`src/rtl/bp_me_wormhole_packet_decode_mem_resp.sv`:
```
// bp_me_wormhole_packet_decode_mem_resp: reassembles mem-response wormhole flits into one {data, msg} message.
// Defining BP_ME_WH_DECODE_OVERLAP_EN lets flit 0 of the next packet enter on the yumi cycle.
module bp_me_wormhole_packet_decode_mem_resp #(
  parameter int flit_width_p    = 64,
  parameter int cord_width_p    = 7,
  parameter int cid_width_p     = 2,
  parameter int len_width_p     = 4,
  parameter int mem_hdr_width_p = 64,
  parameter int data_width_p    = 512
) (
  input  logic                                    clk_i,
  input  logic                                    reset_i,
  input  logic [flit_width_p-1:0]                 link_data_i,
  input  logic                                    link_v_i,
  output logic                                    link_ready_o,
  output logic [mem_hdr_width_p+data_width_p-1:0] mem_resp_o,
  output logic                                    mem_resp_v_o,
  input  logic                                    mem_resp_yumi_i,
  output logic [cord_width_p-1:0]                 src_cord_o,
  output logic [cid_width_p-1:0]                  src_cid_o
);
  localparam int pkt_width_lp    = data_width_p + mem_hdr_width_p + 2*cid_width_p + 2*cord_width_p + len_width_p;
  localparam int max_flits_lp    = (pkt_width_lp + flit_width_p - 1) / flit_width_p;
  localparam int len_off_lp      = cord_width_p;
  localparam int src_cord_off_lp = cord_width_p + len_width_p + cid_width_p;
  localparam int src_cid_off_lp  = src_cord_off_lp + cord_width_p;
  localparam int msg_off_lp      = src_cid_off_lp + cid_width_p;
  typedef enum logic [1:0] {e_ready, e_recv, e_out} state_e;
  state_e state, state_n;
  logic [len_width_p-1:0] len_r, cnt, new_len;
  logic [flit_width_p-1:0] flits [max_flits_lp];
  logic [max_flits_lp*flit_width_p-1:0] pkt;
  logic xfer, start, wr, last, unused_bits;
  assign new_len      = link_data_i[len_off_lp +: len_width_p];
  assign mem_resp_v_o = state == e_out;
`ifdef BP_ME_WH_DECODE_OVERLAP_EN
  assign link_ready_o = (state != e_out) | mem_resp_yumi_i;
`else
  assign link_ready_o = state != e_out;
`endif
  assign xfer  = link_v_i & link_ready_o;
  // outside e_recv an accepted flit is always flit 0 of a new packet
  assign start = xfer & (state != e_recv);
  assign wr    = xfer & (state == e_recv);
  assign last  = wr & (cnt == len_r);
  always_comb
    state_n = start ? (new_len == '0 ? e_out : e_recv)
            : last ? e_out
            : (mem_resp_v_o & mem_resp_yumi_i) ? e_ready
            : state;
  always_ff @(posedge clk_i or posedge reset_i)
    if (reset_i) begin
      state <= e_ready;
      cnt   <= '0;
      len_r <= '0;
    end else begin
      state <= state_n;
      if (start) begin
        cnt   <= len_width_p'(1);
        len_r <= new_len;
      end else if (wr)
        cnt <= cnt + 1'b1;
    end
  // flits past the buffer never match any slot, so oversized packets drop them
  for (genvar k = 0; k < max_flits_lp; k++) begin : g_flit
    always_ff @(posedge clk_i or posedge reset_i)
      if (reset_i)
        flits[k] <= '0;
      else if (start)
        flits[k] <= (k == 0) ? link_data_i : '0;
      else if (wr && int'(cnt) == k)
        flits[k] <= link_data_i;
    assign pkt[k*flit_width_p +: flit_width_p] = flits[k];
  end
  assign mem_resp_o  = pkt[msg_off_lp +: mem_hdr_width_p + data_width_p];
  assign src_cord_o  = pkt[src_cord_off_lp +: cord_width_p];
  assign src_cid_o   = pkt[src_cid_off_lp +: cid_width_p];
  assign unused_bits = &{1'b0, pkt};
endmodule

```
`config.mk`:
```
export PLATFORM = sky130hd
export DESIGN_NAME = bp_me_wormhole_packet_decode_mem_resp
export DESIGN_NICKNAME = d
export VERILOG_FILES = /design/src/rtl/bp_me_wormhole_packet_decode_mem_resp.sv
export SDC_FILE = /design/constraint.sdc
export NUM_CORES = 1
export LEC_CHECK = 0
export CAP_MARGIN = 20
export CORE_MARGIN = 8
export CORE_UTILIZATION = 45
export DETAILED_ROUTE_END_ITERATION = 6
export HOLD_SLACK_MARGIN = 0.02
export PLACE_DENSITY = 0.73
export RECOVER_POWER = 25
export SLEW_MARGIN = 0
export SYNTH_ARGS = -nofsm -noshare
export SYNTH_HDL_FRONTEND = slang
export SYNTH_SLANG_ARGS = --single-unit
```
`constraint.sdc`:
```
create_clock -name clk_i -period 21.6 [get_ports clk_i]
set_input_delay 4.32 -clock clk_i [delete_from_list [all_inputs] [get_ports clk_i]]
set_output_delay 4.32 -clock clk_i [all_outputs]
set_load 0.02 [all_outputs]
```
==> qor.txt <==
Hold-fix buffers, CTS: 0
Avg Inst Size Synth: 9.63 um2
Synth Area in Simple Gates: 11.4%
port buffer count: 654
initial antenna violation count: 3
Die Area: 65300 um2
Initial DRC Count: 3229
final wirelength: 105000 um
GPL Wtd Cong: 0.819
H-tree Lvls: 2
Clock Sinks: 595
crit-path cells: dlygate4sd3_1, clkinvlp_2, clkbuf_1, clkbuf_1
RSZ-0062 raised after global routing: false
Hold Slack: 494 ps
cell area power density: 162 nW/um2
GR Layer Usage met3: 9.09%
largest area contributor in the netlist: dfrtp_1
Buf/Inv on CP: 4
commonest non-fill, non-tap cells in the layout: clkdlybuf4s50_1, dfrtp_1, nand3_1, o21ai_0, a21oi_1
critical path class: in -> async
Synth area leaders: dfrtp_1, a21oi_1, nand3_1
layout cells sized above 1: 6.69%
fill count: 4759
Slew headroom: -269%
Setup TNS Final: 0 ps
Worst setup endpoint: mem_resp_o[338]
via count: 24.3k
final core utilization: 59.7%
NumNets Final: 3150
peak supply drop: 0.0000888 V
CP startpoint: reset_i
flop2flop setup slack: 16730 ps
mean routed wirelength per cell: 26.9 um
CP max stage delay: 3030 ps
vias in the first global route: 23.6k
# IOs: 655
routed vias/inst: 6.24
failing checks: design-rule violations, max-capacitance violations, max-slew violations
CP max FO: 119
top cell type's share of synthesized area: 57.7%
most used flip-flop cell after synthesis: dfrtp_1
XOR/XNOR Fraction of Synth Area: 0.136%
met1 usage: 39.2%
Inserted Diodes: 0
TritonCTS clock tree: done
Crit path top cell by count: clkbuf_1
total gr overflow: 0
first-pass GRT wire length: 157000 um
most common cell after layout, fill and taps aside: clkdlybuf4s50_1
Die Ht: 256 um
combinational family with the most area after synthesis: compound AO/OA/AOI/OAI gates
Max-cap violations: 3
Max Clk Rate: 85.5 MHz
FF/Latch Area: 14900 um2
worst hold path class: reg -> reg
syn_nets: 2754
RR Startpoint: state[0]
M2 GR Usage: 46.8%
post-synthesis mux area share: 2.52%
Rows: 88
critical path arrival: 11530 ps
Pre-Repair DR Iteration Count: 7
final hold violations: 0
Mapped Area: 25800 um2
Post-synth EDFFs: 0
DRC errors left: 7
R2R depth: 8
synth warn: 0
clock-pin slew on the worst setup and hold paths: 60 ps
Post-CTS Setup Bufs: 0
CP Depth: 4
area occupied by multi-input gates: 9240 um2
CTS root buf: clkbuf_16
Final Power: 5.54 mW
fin crit period: 11690 ps
Worst Tran Pin Value: 5500 ps
Synth Area in Compound Gates: 21.1%
Initial Utilization: 45.1%
busiest grt layer: met2
slowest library cell on the worst path: clkinvlp_2
pin count of the biggest net entering global routing: 157
die width: 256 um
Mapped Cells: 2682
hpwl dp: 64700 um
async set or reset register ratio after synthesis: 100%
Final Setup Violations: 0
clk_lat worst skew: 620 ps
worst r2r dst: mem_resp_o[333]
sequential area share after synthesis: 57.7%
core area: 57300 um2
fin cells: 3889
fin. max-slew vios: 264
Final Skew: 18.6 ps
CP Launch Type: input port
Distinct cells, synth: 41
status: finished, violations left
Post-CTS Resized: 0
Num CTS Buffers: 61
Worst path top cell family by delay: buffers and inverters
synthesis-to-layout area growth: 32.4%
post-synthesis adder-cell area fraction: 0.194%
Worst Path Required: 21430 ps
CTS max path bufs: 3
Setup crit end kind: async pin
Leakage Power: 13.7 nW
Post-Place Cells: 3772
Synth Register Bits: 595
final worst path period share: 54.1%
Antenna Nets Post-Route: 0
Total GRT Usage: 30.4%
==> area by class of cell <==
type,instances,area share (%)
flip-flops and latches,595,43.6
multi-input cells,1712,27.0
repair buffers,701,20.5
clock buffers,92,5.43
well taps,765,2.80
clock inverters,17,0.571
inverters,7,0.0805
==> stage by stage <==
| stage | worst slack [ps] | cell area [um2] |
|---|---|---|
| 6_report | 9910 | 34200 |
| 5_1_grt | 8530 | 34200 |
| 4_1_cts | 12790 | 34000 |
| 3_5_place_dp | 12160 | 32000 |
| 3_3_place_gp | 12320 | 32000 |
| 2_1_floorplan | 627 | 25800 |
==> worst min-delay path by stage <==
| stage | startpoint | end | slack, ps | cells after the start |
|---|---|---|---|---|
| after detailed placement | mem_resp_o[18] | mem_resp_o[18] | 480 | 1 |
| after CTS | src_cord_o[2] | src_cord_o[2] | 500 | 1 |
| final | src_cord_o[2] | src_cord_o[2] | 490 | 1 |
| after global routing | src_cord_o[2] | src_cord_o[2] | 510 | 1 |
| after floorplan | len_r[3] | len_r[3] | 500 | 1 |
| after global placement | src_cord_o[1] | src_cord_o[1] | 480 | 1 |
==> synthesized netlist by cell type (2+ instances only) <==
library cell	instances
nand2_1	5
nand3b_1	3
mux2_2	44
nand3_1	535
mux2i_1	2
nand4b_1	2
dfrtp_1	595
buf_4	10
buf_2	106
inv_1	6
and3b_1	3
xor2_1	4
a21oi_1	535
buf_1	18
nand2b_1	4
mux2_1	8
o2bb2ai_1	2
clkbuf_1	200
nor2b_1	3
nand4bb_1	3
ha_1	4
o21ai_0	535
mux2_4	3
buf_6	33
and4b_1	2
and4bb_2	2
==> per-layer routing <==
metal | wire (um) | vias to the layer above | share of wire [%]
met5 | 13 | - | 0.012
met4 | 6030 | 2 | 5.8
met3 | 12700 | 304 | 12
met2 | 48100 | 1646 | 46
met1 | 37900 | 12000 | 36
li1 | - | 10300 | -
==> where the power goes <==
group,switching (mW),internal [mW],leakage [nW]
logic,1.62,1.03,4.62
registers,0.260,1.54,8.07
clock network,0.450,0.636,1.02
total,2.33,3.21,13.7
==> registers in the layout (all words and copies together) (netlist names) <==
signal / count
cnt: 4
len_r: 4
mem_resp_o: 576
src_cid_o: 2
src_cord_o: 7
state: 2
==> logic make-up after synthesis <==
family	Yosys count
mux	57
fa+ha+maj	4
xor+xnor	4
compound gates	1079
simple gates	568
flops	595
buf+inv	375
Power figures use the tool's default switching activity.
